<file path="config.mk">
export PLATFORM = sky130hd
export DESIGN_NAME = his_ram_scheduler
export DESIGN_NICKNAME = d
export VERILOG_FILES = /design/src/rtl/his_ram_scheduler.sv
export SDC_FILE = /design/constraint.sdc
export NUM_CORES = 1
export LEC_CHECK = 0
export ABC_AREA = 1
export CAP_MARGIN = 20
export CORE_MARGIN = 2
export CORE_UTILIZATION = 30
export CTS_CLUSTER_DIAMETER = 150
export DETAILED_ROUTE_END_ITERATION = 8
export RECOVER_POWER = 50
export SYNTH_ARGS = -nofsm -noshare
export SYNTH_HDL_FRONTEND = slang
export SYNTH_SLANG_ARGS = --single-unit
</file>
<file path="constraint.sdc">
create_clock -name clk -period 2.3 [get_ports clk]
set_input_delay 0.23 -clock clk [delete_from_list [all_inputs] [get_ports clk]]
set_output_delay 0.23 -clock clk [all_outputs]
set_load 0.01 [all_outputs]
</file>
<file path="src/rtl/his_ram_scheduler.sv">
// rtl/his_ram_scheduler.sv - frame sequencer and sole owner of the SiFH histogram SRAM
// Optional feature macro: SIFH_SCAN_CLEAR_EN (peak scan zeroes bins, CLEAR skipped after first frame)
module his_ram_scheduler #(
  parameter int NB       = 6,
  parameter int PIX_BITS = 2,
  parameter int CNT_W    = 8,
  parameter int ACQ_NUM  = 1024
) (
  input  logic                     clk,
  input  logic                     res,
  input  logic                     start,
  input  logic                     stampValid,
  output logic                     stampReady,
  input  logic [PIX_BITS-1:0]      stampPix,
  input  logic [NB-1:0]            stampBin,
  output logic [PIX_BITS+NB-1:0]   waddr,
  output logic                     wEnable,
  output logic [CNT_W-1:0]         newCounts,
  output logic [PIX_BITS+NB-1:0]   raddr,
  output logic                     rEnable,
  input  logic [CNT_W-1:0]         counts,
  output logic                     peakValid,
  input  logic                     peakReady,
  output logic [PIX_BITS-1:0]      peakPix,
  output logic [NB-1:0]            peakBin,
  output logic [CNT_W-1:0]         peakCount,
  output logic                     busy,
  output logic                     hisBuildDone
);

  localparam int AW    = PIX_BITS + NB;
  localparam int ACC_W = (ACQ_NUM > 1) ? $clog2(ACQ_NUM) : 1;
  localparam logic [ACC_W-1:0] ACC_LAST = ACC_W'(ACQ_NUM - 1);
  localparam logic [CNT_W-1:0] CNT_MAX  = '1;
  localparam logic [NB-1:0]    BIN_LAST = '1;
  localparam logic [PIX_BITS-1:0] PIX_LAST = '1;
  localparam logic [AW-1:0]    ADDR_LAST = '1;

  typedef enum logic [2:0] {
    S_IDLE, S_CLEAR, S_ACQ, S_DRAIN, S_PEAK, S_OUT, S_DONE
  } state_t;

  state_t               state_q;
  logic                 drain_q;
  logic [ACC_W-1:0]     acc_q;
  logic [PIX_BITS-1:0]  pix_q;
  logic [NB-1:0]        bin_q;
  logic                 issue_q;
  logic [CNT_W-1:0]     max_cnt_q;
  logic [NB-1:0]        max_bin_q;
  logic                 s1_vld_q, s2_vld_q, w2_vld_q;
  logic [AW-1:0]        s1_addr_q, s2_addr_q, w2_addr_q;
  logic [CNT_W-1:0]     w2_data_q;
  logic                 rd1_vld_q, rd2_vld_q;
  logic [NB-1:0]        rd1_bin_q, rd2_bin_q;
  logic                 stamp_ready_q, wen_q, ren_q, peak_valid_q, busy_q, done_q;
  logic [AW-1:0]        waddr_q, raddr_q;
  logic [CNT_W-1:0]     new_cnt_q, peak_cnt_q;
  logic [PIX_BITS-1:0]  peak_pix_q;
  logic [NB-1:0]        peak_bin_q;
`ifdef SIFH_SCAN_CLEAR_EN
  logic                 cleared_q;
`endif

  logic [CNT_W-1:0]     fwd_d, inc_d, scan_cnt_d;
  logic [NB-1:0]        scan_bin_d;
  logic                 cmp_gt;

  // The write on port a right now is newer than the one that committed on the
  // edge our read was sampled, so it takes priority.
  always_comb begin
    fwd_d = counts;
    if (w2_vld_q && (w2_addr_q == s2_addr_q)) fwd_d = w2_data_q;
    if (wen_q && (waddr_q == s2_addr_q))      fwd_d = new_cnt_q;
    inc_d = (fwd_d == CNT_MAX) ? CNT_MAX : fwd_d + CNT_W'(1);
    cmp_gt     = counts > max_cnt_q;
    scan_cnt_d = cmp_gt ? counts : max_cnt_q;
    scan_bin_d = cmp_gt ? rd2_bin_q : max_bin_q;
  end

  always_ff @(posedge clk) begin
    if (res) begin
      state_q       <= S_IDLE;
      drain_q       <= 1'b0;
      acc_q         <= '0;
      pix_q         <= '0;
      bin_q         <= '0;
      issue_q       <= 1'b0;
      max_cnt_q     <= '0;
      max_bin_q     <= '0;
      s1_vld_q      <= 1'b0;
      s2_vld_q      <= 1'b0;
      w2_vld_q      <= 1'b0;
      s1_addr_q     <= '0;
      s2_addr_q     <= '0;
      w2_addr_q     <= '0;
      w2_data_q     <= '0;
      rd1_vld_q     <= 1'b0;
      rd2_vld_q     <= 1'b0;
      rd1_bin_q     <= '0;
      rd2_bin_q     <= '0;
      stamp_ready_q <= 1'b0;
      wen_q         <= 1'b0;
      ren_q         <= 1'b0;
      peak_valid_q  <= 1'b0;
      busy_q        <= 1'b0;
      done_q        <= 1'b0;
      waddr_q       <= '0;
      raddr_q       <= '0;
      new_cnt_q     <= '0;
      peak_cnt_q    <= '0;
      peak_pix_q    <= '0;
      peak_bin_q    <= '0;
`ifdef SIFH_SCAN_CLEAR_EN
      cleared_q     <= 1'b0;
`endif
    end else begin
      wen_q     <= 1'b0;
      ren_q     <= 1'b0;
      done_q    <= 1'b0;
      s1_vld_q  <= 1'b0;
      s2_vld_q  <= s1_vld_q;
      s2_addr_q <= s1_addr_q;
      w2_vld_q  <= wen_q;
      w2_addr_q <= waddr_q;
      w2_data_q <= new_cnt_q;
      rd1_vld_q <= 1'b0;
      rd2_vld_q <= rd1_vld_q;
      rd2_bin_q <= rd1_bin_q;

      // Stamp write-back stage runs in any state so DRAIN can flush it.
      if (s2_vld_q) begin
        wen_q     <= 1'b1;
        waddr_q   <= s2_addr_q;
        new_cnt_q <= inc_d;
      end

      case (state_q)
        S_IDLE: begin
          if (start) begin
            busy_q <= 1'b1;
`ifdef SIFH_SCAN_CLEAR_EN
            if (cleared_q) begin
              state_q       <= S_ACQ;
              stamp_ready_q <= 1'b1;
              acc_q         <= '0;
            end else begin
              state_q   <= S_CLEAR;
              wen_q     <= 1'b1;
              waddr_q   <= '0;
              new_cnt_q <= '0;
            end
`else
            state_q   <= S_CLEAR;
            wen_q     <= 1'b1;
            waddr_q   <= '0;
            new_cnt_q <= '0;
`endif
          end
        end
        S_CLEAR: begin
          if (waddr_q == ADDR_LAST) begin
            state_q       <= S_ACQ;
            stamp_ready_q <= 1'b1;
            acc_q         <= '0;
          end else begin
            wen_q     <= 1'b1;
            waddr_q   <= waddr_q + AW'(1);
            new_cnt_q <= '0;
          end
        end
        S_ACQ: begin
          if (stampValid && stamp_ready_q) begin
            s1_vld_q  <= 1'b1;
            s1_addr_q <= {stampPix, stampBin};
            raddr_q   <= {stampPix, stampBin};
            ren_q     <= 1'b1;
            if (acc_q == ACC_LAST) begin
              stamp_ready_q <= 1'b0;
              state_q       <= S_DRAIN;
              drain_q       <= 1'b0;
            end else begin
              acc_q <= acc_q + ACC_W'(1);
            end
          end
        end
        S_DRAIN: begin
          if (drain_q) begin
            state_q   <= S_PEAK;
            pix_q     <= '0;
            bin_q     <= '0;
            issue_q   <= 1'b1;
            max_cnt_q <= '0;
            max_bin_q <= '0;
          end else begin
            drain_q <= 1'b1;
          end
        end
        S_PEAK: begin
          if (issue_q) begin
            raddr_q   <= {pix_q, bin_q};
            ren_q     <= 1'b1;
            rd1_vld_q <= 1'b1;
            rd1_bin_q <= bin_q;
            if (bin_q == BIN_LAST) issue_q <= 1'b0;
            else                   bin_q   <= bin_q + NB'(1);
          end
          if (rd2_vld_q) begin
            max_cnt_q <= scan_cnt_d;
            max_bin_q <= scan_bin_d;
`ifdef SIFH_SCAN_CLEAR_EN
            wen_q     <= 1'b1;
            waddr_q   <= {pix_q, rd2_bin_q};
            new_cnt_q <= '0;
`endif
            if (rd2_bin_q == BIN_LAST) begin
              state_q      <= S_OUT;
              peak_valid_q <= 1'b1;
              peak_pix_q   <= pix_q;
              peak_bin_q   <= scan_bin_d;
              peak_cnt_q   <= scan_cnt_d;
            end
          end
        end
        S_OUT: begin
          if (peakReady) begin
            peak_valid_q <= 1'b0;
            if (pix_q == PIX_LAST) begin
              state_q <= S_DONE;
              done_q  <= 1'b1;
            end else begin
              state_q   <= S_PEAK;
              pix_q     <= pix_q + PIX_BITS'(1);
              bin_q     <= '0;
              issue_q   <= 1'b1;
              max_cnt_q <= '0;
              max_bin_q <= '0;
            end
          end
        end
        S_DONE: begin
          state_q <= S_IDLE;
          busy_q  <= 1'b0;
`ifdef SIFH_SCAN_CLEAR_EN
          cleared_q <= 1'b1;
`endif
        end
        default: state_q <= S_IDLE;
      endcase
    end
  end

  assign stampReady   = stamp_ready_q;
  assign waddr        = waddr_q;
  assign wEnable      = wen_q;
  assign newCounts    = new_cnt_q;
  assign raddr        = raddr_q;
  assign rEnable      = ren_q;
  assign peakValid    = peak_valid_q;
  assign peakPix      = peak_pix_q;
  assign peakBin      = peak_bin_q;
  assign peakCount    = peak_cnt_q;
  assign busy         = busy_q;
  assign hisBuildDone = done_q;

endmodule

</file>
==> flow_summary_export.csv, run 1 <==
group,metric,value,unit
finish,drive_gt1_frac,0.1486,
placed_design,gp_congestion,0.8404,
synth,avgSynthCellArea,7.054,sq um
routing,num_vias,5730,
global_route,grt_pass1_vias,5397,
sta,final.period_utilization,0.9102,
setup_path,cp-startpoint,"waddr[0]",
routing,ant_nets,0,
routing,routed_wl,16.16,mm
floorplan,die_h,147.5,um
synth,synth-edff-count,0,
finish,final_cells,1273,
floorplan,fp.coreArea,20230,sq um
power,peakVddDrop,541.5,uV
placed_design,postPlaceCellArea,7461,sq um
setup_path,crit_fanout,10,
global_route,gr-total-overflow,0,
setup_path,r2r_start,"waddr[0]",
synth,synth_cell_type_count,47,
routing,drt-initial-drc-count,283,
cts,clkTransAtPathRegs,60,ps
finish,final_util,0.4030,
power,powerDensity,815.6,nW/um^2
finish,stdcell_area,8154,sq um
run_status,outcome,"complete, no violations",
floorplan,die-width,147.5,um
sta,tightest_slew,1202,ps
sta,fin_ws,206.6,ps
cts,numClockSinks,132,
synth,synth-seq-area-share,0.4276,
synth,yosysTopAreaCell,"dfxtp_1",
cts,worstSkewPairLatency,420,ps
synth,synth_nets,910,
synth,syn-instance-count,876,
cts,hold_buffers,0,
routing,vias_per_cell,4.501,
setup_path,cpPeakStageDelay,370,ps
setup_path,start_kind,"flop",
synth,synthTopCellsByArea,"dfxtp_1 (43%), nand2_1 (11%), inv_1 (8.5%)",
synth,synth_top_area_frac,0.4276,
global_route,grt_pass1_wl,26.73,mm
synth,synth.most_common_cell,"nand2_1",
floorplan,dieArea,21760,sq um
finish,fin_nets,1025,
routing,drcViolationCount,0,
finish,syn_to_final_growth,31.95,%
placed_design,pre_cts_slack,-193.1,ps
floorplan,num_rows,52,
cts,cts_buffer_depth,2,
placed_design,dp_cells,1240,
cts,cts-root-buf,"clkbuf_16",
sta,maxSlewHeadroom,0.1988,
power,p_leak,0.003569,uW
sta,tns,0,ps
setup_path,required,2660,ps
setup_path,cp_slowest_cell,"dfxtp_4",
synth,ys_async_sr_fraction,0,
synth,synth-main-ff-cell,"dfxtp_1",
setup_path,path_class,"reg -> reg",
setup_path,crit_arrival,2460,ps
placed_design,portBuffers,66,
cts,numCtsBuffers,17,
finish,antenna_cells,0,
routing,firstDrtPassIters,5,
global_route,grt_util_all_layers,0.1543,
setup_path,path_common_cell,"nand2_1",
placed_design,dpl.hpwl,12.13,mm
sta,fin_crit,2093,ps
sta,hold_violations,0,
synth,syn-cell-area,6180,sq um
cts,ctsHtreeMaxLevel,4,
hold_path,worstHoldPathType,"reg -> reg",
sta,grt_setup_unrepaired,"yes",
sta,setup_viol,0,
cts,tritoncts,"done",
setup_path,cp_cell_sequence,"ha_1, nand2_1, nor2_2, nand2_1, nor2_1, nand2_1, nand2_2, buf_4, nand2_1, nor2_1, inv_2, a21oi_1, o21ai_0, inv_1",
sta,slew_viol_final,0,
sta,finClkSkew,12.41,ps
run,max_cap_violations,0,
global_route,antenna_found_initial,0,
synth,yosysWarnings,0,
global_route,grt_max_degree,38,
synth,synth_common_cells,"nand2_1 (183), inv_1 (140), dfxtp_1 (132), nor2_1 (117), o21ai_0 (62)",
floorplan,start_util,0.3054,
routing,wire_per_inst,12.69,um
hold_path,hp-start,"s1_vld_q",
synth,ys_seq_elements,132,
setup_path,end_kind,"flop",
floorplan,io_pins,67,
sta,max_freq,477.7,MHz
-- cell families (layout without fill, tap and decap cells) --
family	Yosys count	count (layout)	synth area share
simple gates	393	393	0.2762
buf+inv	167	294	0.1043
compound gates	160	160	0.1500
flops	132	132	0.4276
fa+ha+maj	13	13	0.02632
xor+xnor	11	11	0.01559
-- sequential cells by signal, indices dropped and copies added, names as in the netlist, 3 cells and up --
| signal | count |
|---|---|
| acc_q | 10 |
| max_cnt_q | 8 |
| newCounts | 8 |
| peakCount | 8 |
| raddr | 8 |
| s1_addr_q | 8 |
| s2_addr_q | 8 |
| w2_addr_q | 8 |
| w2_data_q | 8 |
| waddr | 8 |
| bin_q | 6 |
| max_bin_q | 6 |
| peakBin | 6 |
| rd1_bin_q | 6 |
| rd2_bin_q | 6 |
| state_q | 3 |
-- stage by stage --
stage,total power (uW),hold WS (ps)
global route,7016,421.3
global placement,4011,390.2
finish,6651,393.2
detailed placement,4026,392.9
floorplan,3443,321.0
CTS,6681,292.7
-- critical path: cells and delay by family, from the launching register on --
family | cells | cell delay, ps
compound gates | 2 | 230
fa+ha+maj | 1 | 180
buf+inv | 3 | 340
flops | 1 | 370
simple gates | 8 | 900
-- placed cells by master, fill, tap and decap left out, drive strengths merged, types with 8 or more instances in the layout --
master	instances
nand2	190
inv	146
dfxtp	132
nor2	127
o21ai	73
a21oi	51
nand3	50
buf	48
dlygate4sd3	39
clkdlybuf4s50	26
clkbuf	22
nor3	16
ha	13
a31oi	9
o22a	8
clkinv	8
-- path summary, 6_finish.rpt --
path              cells after the start           end  slack [ps]
setup reg to reg                     14  newCounts[2]         210
setup / recovery                     14  newCounts[2]         210
hold / removal                        2      s2_vld_q         390
hold reg to reg                       2      s2_vld_q         390
-- metal layers --
metal / vias up / wire, um / GRT usage / share of wire
met5: - / 0 / 0 / 0
met4: 0 / 248 / 0.05192 / 0.015
met3: 21 / 694 / 0.03642 / 0.043
met2: 109 / 7107 / 0.2340 / 0.44
met1: 2565 / 8105 / 0.2155 / 0.50
li1: 3035 / - / - / -
-- timing repair --
action | in CTS | in global routing
setup buffers | 0 | 2
gates resized for setup | 0 | 47
endpoints found under the setup margin | 0 | 31
-- power breakdown --
part	leakage (uW)	switching [uW]	internal [uW]
registers	0.00107	98.1	2390
logic	0.00222	922	598
clock network	0.000275	1030	1620
total	0.00357	2050	4600
-- area by class of cell --
cell class                      instances  area (sq um)
Timing Repair Buffer                  116          1026
Tap cell                              270         337.8
Clock inverter                         12         132.6
Inverter                              147         556.8
Fill cell                            2079         12080
Clock buffer                           19         442.9
Multi-Input combinational cell        577          2987
Sequential cell                       132          2671
(Power assumes the default switching activity.)
==> run 2, diff against run 1 <==
--- a/config.mk
+++ b/config.mk
@@ -11,7 +11,10 @@
 export CORE_UTILIZATION = 30
 export CTS_CLUSTER_DIAMETER = 150
 export DETAILED_ROUTE_END_ITERATION = 8
+export GPL_TIMING_DRIVEN = 0
+export PLACE_DENSITY = 0.54
 export RECOVER_POWER = 50
+export REMOVE_ABC_BUFFERS = 1
 export SYNTH_ARGS = -nofsm -noshare
 export SYNTH_HDL_FRONTEND = slang
 export SYNTH_SLANG_ARGS = --single-unit
==> run 2 against run 1 <==
Effect of this change: sequential power about the same; global-route usage down 0.35 points; hold slack worse by 160 ps; sequential share of layout area up 0.40 points; combinational power down 3%; die area unchanged; flip-flop and latch count unchanged; clock-buffer cell count up 1; critical path type unchanged.
==> flow_summary_export.csv, run 2 (same netlist as run 1, synthesis figures left out) <==
group,metric,value,unit
finish,largest_reg_flops,10,
setup_path,reg2reg_to,"newCounts[4]",
sta,maxSlewHeadroom,0.4792,
floorplan,num_rows,52,
global_route,grt_pass1_wl,26.20,mm
setup_path,r2r_slack,150,ps
finish,syn_to_final_growth,30.53,%
sta,hold_violations,0,
cts,cts-root-buf,"clkbuf_16",
routing,drcViolationCount,0,
sta,fin_hold_ws,233.8,ps
power,powerDensity,812.4,nW/um^2
global_route,grt_util_all_layers,0.1508,
floorplan,die-width,147.5,um
routing,vias_per_cell,4.525,
cts,clkTransAtPathRegs,60,ps
global_route,grt_max_degree,51,
finish,largest-register,"acc_q",
floorplan,die_h,147.5,um
sta,tns,0,ps
hold_path,hp-start,"res",
floorplan,fp.coreArea,20230,sq um
sta,max_freq,464.9,MHz
setup_path,path_class,"reg -> reg",
run_status,outcome,"complete, no violations",
finish,multiInputGateArea,3122,sq um
cts,tritoncts,"done",
sta,fin_ws,148.8,ps
routing,drt-initial-drc-count,270,
sta,finClkSkew,10.19,ps
global_route,grt_pass1_vias,5323,
sta,final.period_utilization,0.9353,
cts,cts_buffer_depth,2,
finish,drive_gt1_frac,0.1402,
setup_path,crit_arrival,2500,ps
floorplan,dieArea,21760,sq um
setup_path,cpPeakStageDelay,350,ps
hold_path,whs_endpoint,"w2_data_q[7]",
setup_path,end_kind,"flop",
finish,fin_nets,991,
placed_design,pre_cts_slack,-340.3,ps
sta,fin_crit,2151,ps
routing,wire_per_inst,12.69,um
floorplan,start_util,0.3054,
finish,antenna_cells,0,
setup_path,cp_slowest_cell,"dfxtp_2",
power,p_leak,0.003433,uW
run,max_cap_violations,0,
sta,setup_viol,0,
global_route,antenna_found_initial,0,
setup_path,r2r_cells,17,
floorplan,io_pins,67,
setup_path,crit_fanout,5,
global_route,gr-total-overflow,0,
sta,slew_viol_final,0,
routing,num_vias,5611,
cts,worstSkewPairLatency,420,ps
finish,final_cell_mix,"nand2_1 (169), inv_1 (138), dfxtp_1 (114)",
finish,mostFrequentLayoutCell,"nand2_1",
placed_design,portBuffers,66,
hold_path,worstHoldPathType,"in -> reg",
cts,numClockSinks,132,
cts,numCtsBuffers,17,
finish,final_cells,1240,
routing,firstDrtPassIters,4,
setup_path,path_common_cell,"nand2_2",
power,peakVddDrop,435.4,uV
setup_path,cp_cell_sequence,"inv_1, nand2_2, nand2_2, nor2_4, nand2_2, nor2_4, nand2_2, nand2_1, nand3_1, nand2_1, ha_2, nand2_2, nor2_4, nand2_2, nand2_4, inv_4, a21oi_1",
routing,ant_nets,0,
setup_path,required,2650,ps
placed_design,dp_cells,1194,
power,power.total,6554,uW
sta,tightest_slew,775.2,ps
placed_design,dpl.hpwl,11.49,mm
cts,ctsHtreeMaxLevel,4,
setup_path,start_kind,"flop",
routing,routed_wl,15.74,mm
placed_design,gp_congestion,0.8501,
setup_path,r2r_start,"s2_addr_q[3]",
finish,regArea,2675,sq um
hold_path,whs_path_depth,2,
finish,nFillCells,2140,
[run 2: metal layers]
| layer | up-vias | global-route usage | routed length (um) | share of wire |
|---|---|---|---|---|
| met3 | 10 | 0.04537 | 602 | 0.038 |
| li1 | 2961 | - | - | - |
| met2 | 90 | 0.2342 | 7191 | 0.46 |
| met5 | - | 0 | 0 | 0 |
| met4 | 0 | 0.03462 | 123 | 0.0078 |
| met1 | 2550 | 0.2064 | 7818 | 0.50 |
[run 2: worst max-delay path by stage]
stage / end / startpoint / slack [ps] / cells past startpoint
floorplan: peakBin[0] / max_cnt_q[7] / -180 / 7
global placement: bin_q[4] / res / -2610 / 5
detailed placement: peakCount[4] / peakReady / -340 / 11
CTS: peakCount[4] / state_q[1] / 8 / 13
global route: newCounts[0] / s2_addr_q[1] / -10 / 19
finish: newCounts[4] / s2_addr_q[3] / 150 / 17
[run 2: timing repair]
item	in CTS	in global routing
setup endpoints to repair	36	56
hold buffers	0	0
gates resized for setup	16	72
setup buffers	3	11
pin swaps	3	14
[run 2: critical path: cells and delay by family, from the launching register on]
kind | cells | cell delay [ps]
compound gates | 1 | 130
fa+ha+maj | 1 | 200
buf+inv | 2 | 140
flops | 1 | 350
simple gates | 13 | 1270
[run 2: power by group]
part / internal [uW] / leakage (uW) / total (uW) / switching, uW
Clock: 1540 / 0.000268 / 2560 / 1020
Sequential: 2390 / 0.00107 / 2520 / 126
Combinational: 535 / 0.00209 / 1470 / 939
[run 2: through the flow]
stage / utilization / instance area (sq um)
after floorplan: - / 6092
after global placement: 0.3504 / 7091
after detailed placement: 0.3526 / 7134
after CTS: 0.3836 / 7761
after global routing: 0.3987 / 8066
final: 0.3987 / 8066
[run 2: cell type report]
cell class                 count  area share
clock inverter                12     0.01318
inverter                     147     0.07027
multi-input combinational    577      0.3870
clock buffer                  20     0.05662
timing repair buffer          82     0.09943
sequential                   132      0.3316
tap                          270     0.04188
==> run 3, diff against run 2 <==
==> constraint.sdc (replaced) <==
create_clock -name clk -period 2.2 [get_ports clk]
set_input_delay 0.22 -clock clk [delete_from_list [all_inputs] [get_ports clk]]
set_output_delay 0.22 -clock clk [all_outputs]
set_load 0.01 [all_outputs]
==> run 3 against run 2 <==
Effect of this change: critical path type unchanged; flip-flop and latch count did not move; hold slack improved by 4.6 ps; combinational power is 13% higher; via count up 0.48%; total power rose by 6.6%; largest power group unchanged; register-to-register slack lost 60 ps; largest cell class unchanged; sequential share of layout area shrank 0.55 points; highest routed layer unchanged; critical path depth down 1.
==> flow_summary_export.csv, run 3 (same netlist as run 1, synthesis figures left out) <==
group,metric,value,unit
finish,fin_nets,1003,
sta,final.period_utilization,0.9613,
cts,clkTransAtPathRegs,60,ps
cts,cts-root-buf,"clkbuf_16",
sta,slew_viol_final,0,
run,max_cap_violations,0,
routing,vias_per_cell,4.503,
power,p_int,4744,uW
sta,setup_viol,0,
setup_path,required,2510,ps
cts,numClockSinks,132,
cts,tritoncts,"done",
finish,antenna_cells,0,
finish,syn_to_final_growth,33.12,%
setup_path,crit_arrival,2430,ps
global_route,gr-total-overflow,0,
cts,cts_buffer_depth,2,
routing,drt-initial-drc-count,264,
finish,mostFrequentLayoutCell,"nand2_1",
global_route,grt_pass1_vias,5387,
power,powerDensity,849.1,nW/um^2
sta,fin_hold_ws,238.5,ps
global_route,antenna_found_initial,0,
power,p_leak,0.003343,uW
routing,ant_nets,0,
floorplan,fp.coreArea,20230,sq um
placed_design,gp_congestion,0.8501,
setup_path,end_kind,"flop",
sta,finClkSkew,5.287,ps
power,p_clk_frac,0.384,
routing,num_vias,5638,
power,power_frac_seq,0.378,
setup_path,path_class,"reg -> reg",
hold_path,worstHoldPathType,"in -> reg",
finish,nFillCells,2116,
setup_path,crit_fanout,5,
finish,regArea,2683,sq um
finish,largest-register,"acc_q",
cts,hold_buffers,0,
floorplan,io_pins,67,
routing,drcViolationCount,0,
cts,worstSkewPairLatency,420,ps
cts,numCtsBuffers,17,
setup_path,start_kind,"flop",
placed_design,postPlaceCellArea,7134,sq um
power,swShare,0.3209,
placed_design,portBuffers,66,
cts,ctsHtreeMaxLevel,4,
finish,final_cell_mix,"nand2_1 (161), inv_1 (132), dfxtp_1 (112)",
floorplan,start_util,0.3054,
global_route,grt_max_degree,51,
finish,largest_reg_flops,10,
power,peakVddDrop,463.8,uV
routing,wire_per_inst,12.86,um
sta,hold_violations,0,
sta,max_freq,472.9,MHz
finish,multiInputGateArea,3184,sq um
placed_design,dpl.hpwl,11.49,mm
global_route,grt_pass1_wl,26.45,mm
sta,tightest_slew,809.4,ps
floorplan,die-width,147.5,um
routing,routed_wl,16.11,mm
routing,firstDrtPassIters,5,
floorplan,dieArea,21760,sq um
power,p_comb_frac,0.238,
finish,stdcell_area,8227,sq um
run_status,outcome,"complete, no violations",
sta,fin_crit,2115,ps
finish,drive_gt1_frac,0.1762,
floorplan,num_rows,52,
floorplan,die_h,147.5,um
global_route,grt_util_all_layers,0.1520,
sta,maxSlewHeadroom,0.4597,
power,p_sw,2242,uW
[run 3: cell type report]
cell class / count / share of cell area
clock buffers: 20 / 0.05551
clock inverters: 12 / 0.01293
inverters: 147 / 0.06935
multi-input cells: 577 / 0.3871
flip-flops and latches: 132 / 0.3261
well taps: 270 / 0.04106
repair buffers: 94 / 0.1080
[run 3: routing by layer]
| metal | up-vias | global-route usage | wire (um) |
|---|---|---|---|
| met4 | 0 | 0.03413 | 113 |
| met1 | 2561 | 0.2076 | 8194 |
| met5 | - | 0 | 0 |
| met3 | 9 | 0.04537 | 570 |
| met2 | 72 | 0.2374 | 7226 |
| li1 | 2996 | - | - |
[run 3: final timing paths]
path	startpoint	endpoint	slack, ps	cells after the start
max reg2reg	waddr[5]	newCounts[0]	90	16
min reg2reg	s1_vld_q	s2_vld_q	400	2
min	res	w2_data_q[7]	240	2
max	waddr[5]	newCounts[0]	90	16
[run 3: timing repair]
action	in CTS	in global routing
hold endpoints to repair	0	0
endpoints found under the setup margin	39	72
setup buffers	14	12
gates resized for setup	45	76
pin swaps	11	25
[run 3: per-stage QoR]
stage	TNS, ps	utilization	instances	setup WS (ps)	power (uW)
final	0	0.4066	1252	85.21	6985
after global placement	-219370	0.3504	1192	-2698	4007
after floorplan	-6689	-	856	-275.8	3567
after detailed placement	-12930	0.3526	1194	-430.3	4026
after CTS	0	0.3919	1240	6.618	6843
after global routing	-333.4	0.4066	1252	-68.77	7388
[run 3: critical path, cell delays in order (launching register included)]
cell and delay [ps]:
dfxtp_2 380, inv_1 80, nand2_1 110, nand2_1 80, nor3_2 200, nand3_2 190, nand3_1 160, nand2_2 90
ha_2 200, nand2_2 70, nor2_4 50, nand2_2 90, nand2_4 80, inv_4 120, nand2_2 50, nand2_1 50
inv_1 30
[run 3: power by group through the flow]
stage	Sequential, uW	Combinational [uW]	Clock [uW]
6_report	2640	1660	2680
5_1_grt	2660	1850	2870
4_1_cts	2630	1470	2750
3_5_place_dp	2670	1350	0
3_3_place_gp	2670	1330	0
2_1_floorplan	2650	917	0
